### config.mk
export PLATFORM = sky130hd
export DESIGN_NAME = nth_bit_select_flat
export DESIGN_NICKNAME = d
export VERILOG_FILES = /design/src/rtl/nth_bit_select_if.sv /design/src/rtl/nth_bit_select.sv /design/src/flat_wrapper.sv
export SDC_FILE = /design/constraint.sdc
export NUM_CORES = 1
export LEC_CHECK = 0
export CAP_MARGIN = 0
export CORE_MARGIN = 2
export CORE_UTILIZATION = 56
export CTS_CLUSTER_DIAMETER = 30
export DETAILED_ROUTE_END_ITERATION = 7
export PLACE_DENSITY = 0.91
export SLEW_MARGIN = 20
export SYNTH_ARGS = -nofsm -noshare
export SYNTH_HDL_FRONTEND = slang
export SYNTH_SLANG_ARGS = --single-unit
### constraint.sdc
create_clock -name clk_i -period 4.1 [get_ports clk_i]
set_clock_uncertainty 0.1 [all_clocks]
set_input_delay 0.82 -clock clk_i [delete_from_list [all_inputs] [get_ports clk_i]]
set_output_delay 0.82 -clock clk_i [all_outputs]
set_load 0.01 [all_outputs]
### src/rtl/nth_bit_select_if.sv
// Request/result bundle for nth_bit_select: operand and rank in, found flag and bit position out.
interface nth_bit_select_if #(
  parameter int DATA_WIDTH = 32
);
  localparam int IW = $clog2(DATA_WIDTH);

  logic [DATA_WIDTH-1:0] operand;
  logic [IW-1:0]         index;
  logic                  data_valid;
  logic                  result_valid;
  logic                  idle;
  logic                  found;
  logic [IW-1:0]         position;

  modport master (
    output operand,
    output index,
    output data_valid,
    input  result_valid,
    input  idle,
    input  found,
    input  position
  );

  modport slave (
    input  operand,
    input  index,
    input  data_valid,
    output result_valid,
    output idle,
    output found,
    output position
  );
endinterface

### src/rtl/nth_bit_select.sv
// Iterative select: finds the bit position of the k-th set bit, scanning one nibble per cycle.
// Define NTH_BIT_SELECT_EARLY_EXIT_EN to finish right after the hit nibble instead of always scanning the full word.
module nth_bit_select #(
  parameter int DATA_WIDTH = 32
) (
  input  logic               clk_i,
  input  logic               rst_n_i,
  input  logic               clk_en_i,
  nth_bit_select_if.slave    bus
);
  localparam int IW = $clog2(DATA_WIDTH);
  localparam int NIBBLES = DATA_WIDTH / 4;
  localparam int CW = $clog2(NIBBLES);

  typedef enum logic {IDLE, SCAN} state_t;

  state_t                state, state_n;
  logic [DATA_WIDTH-1:0] data, data_n;
  logic [IW-1:0]         remain, remain_n;
  logic [CW-1:0]         cnt, cnt_n;
  logic                  result_valid, result_valid_n;
  logic                  found, found_n;
  logic [IW-1:0]         position, position_n;

  logic [2:0]            nib_pop;
  logic [1:0]            nib_off;
  logic                  hit;
  logic                  last;

  function automatic logic [2:0] pop4(input logic [3:0] nib);
    return 3'(nib[0]) + 3'(nib[1]) + 3'(nib[2]) + 3'(nib[3]);
  endfunction

  // Position of the rank-th set bit within a nibble; only meaningful when rank < pop4(nib).
  function automatic logic [1:0] nib_offset(input logic [3:0] nib, input logic [1:0] rank);
    logic [2:0] seen;
    logic [1:0] off;
    seen = '0;
    off  = '0;
    for (int i = 0; i < 4; i++) begin
      if (nib[i]) begin
        if (seen == {1'b0, rank}) off = 2'(i);
        seen = seen + 3'd1;
      end
    end
    return off;
  endfunction

  assign nib_pop = pop4(data[3:0]);
  assign nib_off = nib_offset(data[3:0], remain[1:0]);
  assign hit     = remain < IW'(nib_pop);
  assign last    = cnt == CW'(NIBBLES - 1);

  always_comb begin
    state_n        = state;
    data_n         = data;
    remain_n       = remain;
    cnt_n          = cnt;
    result_valid_n = result_valid;
    found_n        = found;
    position_n     = position;
    case (state)
      IDLE: begin
        if (bus.data_valid) begin
          data_n         = bus.operand;
          remain_n       = bus.index;
          cnt_n          = '0;
          result_valid_n = 1'b0;
          found_n        = 1'b0;
          position_n     = '0;
          state_n        = SCAN;
        end
      end
      SCAN: begin
        // Once found, the latched result and remainder are frozen for the rest of the scan.
        if (!found) begin
          if (hit) begin
            found_n    = 1'b1;
            position_n = {cnt, nib_off};
          end else begin
            remain_n = remain - IW'(nib_pop);
          end
        end
        data_n = data >> 4;
        cnt_n  = cnt + CW'(1);
`ifdef NTH_BIT_SELECT_EARLY_EXIT_EN
        if (hit || last) begin
          state_n        = IDLE;
          result_valid_n = 1'b1;
        end
`else
        if (last) begin
          state_n        = IDLE;
          result_valid_n = 1'b1;
        end
`endif
      end
      default: state_n = IDLE;
    endcase
  end

  always_ff @(posedge clk_i or negedge rst_n_i) begin
    if (!rst_n_i) begin
      state        <= IDLE;
      result_valid <= 1'b0;
      found        <= 1'b0;
      position     <= '0;
      data         <= '0;
      remain       <= '0;
      cnt          <= '0;
    end else if (clk_en_i) begin
      state        <= state_n;
      result_valid <= result_valid_n;
      found        <= found_n;
      position     <= position_n;
      data         <= data_n;
      remain       <= remain_n;
      cnt          <= cnt_n;
    end
  end

  assign bus.result_valid = result_valid;
  assign bus.idle         = state == IDLE;
  assign bus.found        = found;
  assign bus.position     = position;
endmodule

### src/flat_wrapper.sv
// flat-port wrapper written by rule: the top's interface ports become plain ports
module nth_bit_select_flat 
#(
  parameter int DATA_WIDTH = 32
)
  (clk_i, rst_n_i, clk_en_i, bus_operand, bus_index, bus_data_valid, bus_result_valid, bus_idle, bus_found, bus_position);
  nth_bit_select_if #(.DATA_WIDTH(DATA_WIDTH)) bus_i ();
  input  logic clk_i;
  input  logic rst_n_i;
  input  logic clk_en_i;
  input wire logic [$bits(bus_i.operand)-1:0] bus_operand;
  input wire logic [$bits(bus_i.index)-1:0] bus_index;
  input wire logic [$bits(bus_i.data_valid)-1:0] bus_data_valid;
  output wire logic [$bits(bus_i.result_valid)-1:0] bus_result_valid;
  output wire logic [$bits(bus_i.idle)-1:0] bus_idle;
  output wire logic [$bits(bus_i.found)-1:0] bus_found;
  output wire logic [$bits(bus_i.position)-1:0] bus_position;
  assign bus_i.operand = bus_operand;
  assign bus_i.index = bus_index;
  assign bus_i.data_valid = bus_data_valid;
  assign bus_result_valid = bus_i.result_valid;
  assign bus_idle = bus_i.idle;
  assign bus_found = bus_i.found;
  assign bus_position = bus_i.position;
  nth_bit_select #(.DATA_WIDTH(DATA_WIDTH)) u_core (.clk_i(clk_i), .rst_n_i(rst_n_i), .clk_en_i(clk_en_i), .bus(bus_i));
endmodule
==> metrics.md <==
| Metric | Value |
|---|---|
| Status | finished clean |
| LEAKAGE | 1.52 nW |
| Sequential area share after synthesis | 47.0% |
| Crit path top cell by count | inv_1 |
| FFs w/ async S/R, synth | 100% |
| Post-synth top flop | dfrtp_1 |
| Nets@finish | 353 |
| CP Capture Type | register |
| Final period util | 74.7% |
| Clock buffer depth | 2 |
| Syn nets | 310 |
| CTS tree | done |
| Layout cells sized above 1 | 5.96% |
| Num rows | 24 |
| Drt pass-1 iters | 4 |
| Worst-path cell chain | inv_1 > ha_1 > inv_1 > fa_1 > inv_1 > ha_1 > inv_1 > ha_1 > nor2b_1 > o21ai_2 > and3_1 > nor2_4 > a22o_1 |
| Yosys reg bits | 48 |
| Ant diodes | 0 |
| First-pass GRT wire length | 8.71 mm |
| Least-Margin Pin Slew | 0.637 ns |
| Total CTS buffers | 5 |
| Vias | 1968 |
| Netlist Area Pre-Place | 2550 µm² |
| Min-delay worst type | reg2reg |
| Critical path's top delay family | adder cells |
| Max Fanout on Critical Path | 6 |
| Die width | 71.5 µm |
| Setup tns final | 0 ns |
| Crit path time final | 3.06 ns |
| CP max stage cell | dfrtp_1 |
| Worst skew pair latency | 0.29 ns |
| Post-Synthesis Cells | 259 |
| Post-cts resize count | 0 |
| DP HPWL | 3.56 mm |
| Biggest area consumer among synthesized cells | dfrtp_1 |
| Synth unique cells | 37 |
| Area post-placement | 3040 µm² |
| Met3 Resource Use GR | 4.92% |
| Most frequent cells in the layout | clkdlybuf4s50_1 (47), dfrtp_1 (47), o21ai_0 (37) |
| Pre-CTS setup slack | 1.07 ns |
| Power consumption | 0.00197 W |
| Full die area | 5120 µm² |
| Crit start category | register |
| Grt met1 use | 28.3% |
| Pwr dens | 631 nW/µm² |
| Met2 Resource Use GR | 36.0% |
| Initial drt markers | 128 |
| Post-CTS Setup Inserts | 0 |
| Clock Tree Root | clkbuf_8 |
| Via density | 5.56 |
| Syn_area_per_cell | 9.86 µm² |
| Kind of critical path | reg2reg |
| Setup Viol. Count Final | 0 |
| Slew headroom | 57.5% |
| # IOs | 49 |
| Unrepaired setup endpoints after global routing | no |
| Main area contributors after synthesis | dfrtp_1 (47%), mux2i_1 (12%), o21ai_0 (7.3%), nand2_1 (5.3%), ha_1 (3.9%) |
| CP bufs+invs | 4 |
| # clock sinks | 48 |
| Largest net degree at the start of global routing | 62 |
| WP data required | 4.18 ns |
| H-tree lvl count | 2 |
| Core area | 4380 µm² |
| Routed WL | 5.02 mm |
| Post-synth top area share | 47.0% |
| Largest stage delay, worst path | 0.42 ns |
| Hold Vio Cnt, Final | 0 |
| Total grt overflow | 0 |
| Max Clock Freq | 326 MHz |
| DRC | 0 |
| Starting Density | 58.2% |
| Final slew viol count | 0 |
| Worst VDD drop | 0.370 mV |
| Die Span Y | 71.5 µm |
| Design area | 3120 µm² |
| PnR worst setup slack | 1.04 ns |
| Busiest metal layer after global routing | met2 |
| GRT Total Usage | 21.4% |
| Number of synthesized flops with an enable pin | 0 |
| CTS Hold Bufs | 0 |
| Synthesis Warnings | 0 |
| Initial antenna violation count | 0 |
| Maxcap violations | 0 |
| Final GP Congestion | 0.860 |
| PortBufs | 48 |
| Syn-to-layout area delta | 22.2% |
| Vias in the first global route | 1964 |
| Clk pin slew, worst setup/hold paths | 0.09 ns |
| Crit path DAT | 3.14 ns |
| Per-cell routed wire length | 14.2 µm |
| Post-route ant nets | 0 |
cell usage after synthesis (3+ instances only):
| cell type | number |
|---|---|
| o2bb2ai_1 | 5 |
| buf_2 | 4 |
| and3_1 | 3 |
| nand3_1 | 4 |
| mux2i_1 | 31 |
| a22o_1 | 4 |
| inv_1 | 18 |
| nor3_1 | 3 |
| o21ai_0 | 37 |
| dfrtp_1 | 48 |
| nand2_1 | 36 |
| xnor2_1 | 4 |
| clkbuf_1 | 8 |
| a21oi_1 | 9 |
| nor2_1 | 9 |
| ha_1 | 8 |
through the flow:
stage,hold slack [ns],cells,util (%)
after floorplan,0.350,259,-
after global placement,0.360,347,69.4
final,0.384,354,71.2
after global routing,0.407,354,71.2
after CTS,0.391,354,71.1
after detailed placement,0.370,347,69.4
report_power, final:
group / switching, W / internal, W / total (W) / leakage, nW
clock network: 0.000144 / 0.000116 / 0.000260 / 0.0410
logic: 0.000473 / 0.000441 / 0.000914 / 0.848
registers: 0.000139 / 0.000657 / 0.000796 / 0.630
total: 0.000756 / 0.00121 / 0.00197 / 1.52
registers in the layout, indices dropped and copies added, names as in the netlist:
name	count
u_core.data	32
u_core.bus.position	5
u_core.remain	5
u_core.cnt	3
u_core.bus.found	1
u_core.bus.result_valid	1
u_core.state	1
final timing paths:
check                                start                endpoint  slack (ns)  cells after the start
max in group asynchronous          rst_n_i            u_core.state        3.05                      1
max reg2reg                 u_core.data[0]  u_core.bus.position[1]        1.04                     13
min reg2reg                u_core.data[21]         u_core.data[21]        0.38                      2
min in group asynchronous          rst_n_i         u_core.data[28]        0.43                      1
min                        u_core.data[21]         u_core.data[21]        0.38                      2
max                         u_core.data[0]  u_core.bus.position[1]        1.04                     13
metal layers:
layer	share of wire (%)	vias up
met5	0	-
met4	0.76	0
met3	4.0	6
met2	48	49
met1	47	930
li1	-	983
area by class of cell:
cell class              count  area, µm²
clock inverters             1       5.00
inverters                  19       71.3
multi-input cells         177       1200
well taps                  52       65.1
flip-flops and latches     48       1200
clock buffers               6       72.6
fillers                   334       1260
repair buffers             51        500
worst reg2reg max path, delay by kind of cell (launching register included):
family / cells / cell delay (ns)
adder cells (fa/ha/maj): 4 / 1.13
AND/OR/NAND/NOR: 3 / 0.58
AO/OA/AOI/OAI: 2 / 0.46
flip-flops: 1 / 0.42
buffers and inverters: 4 / 0.27
logic make-up (layout without fill, tap and decap cells):
logic type                 after synthesis  after routing  share of synthesized area, %
AOI/OAI and AO/OA                       68             68                          16.5
and+or+nand+nor                         61             61                          10.4
adders and majority gates               10             10                          5.49
buffers and inverters                   34             77                          5.78
muxes                                   33             33                          13.0
DFF                                     48             48                          47.0
xor gates and xnor gates                 5              5                          1.71
No activity file was read; power rests on OpenSTA's default activity.
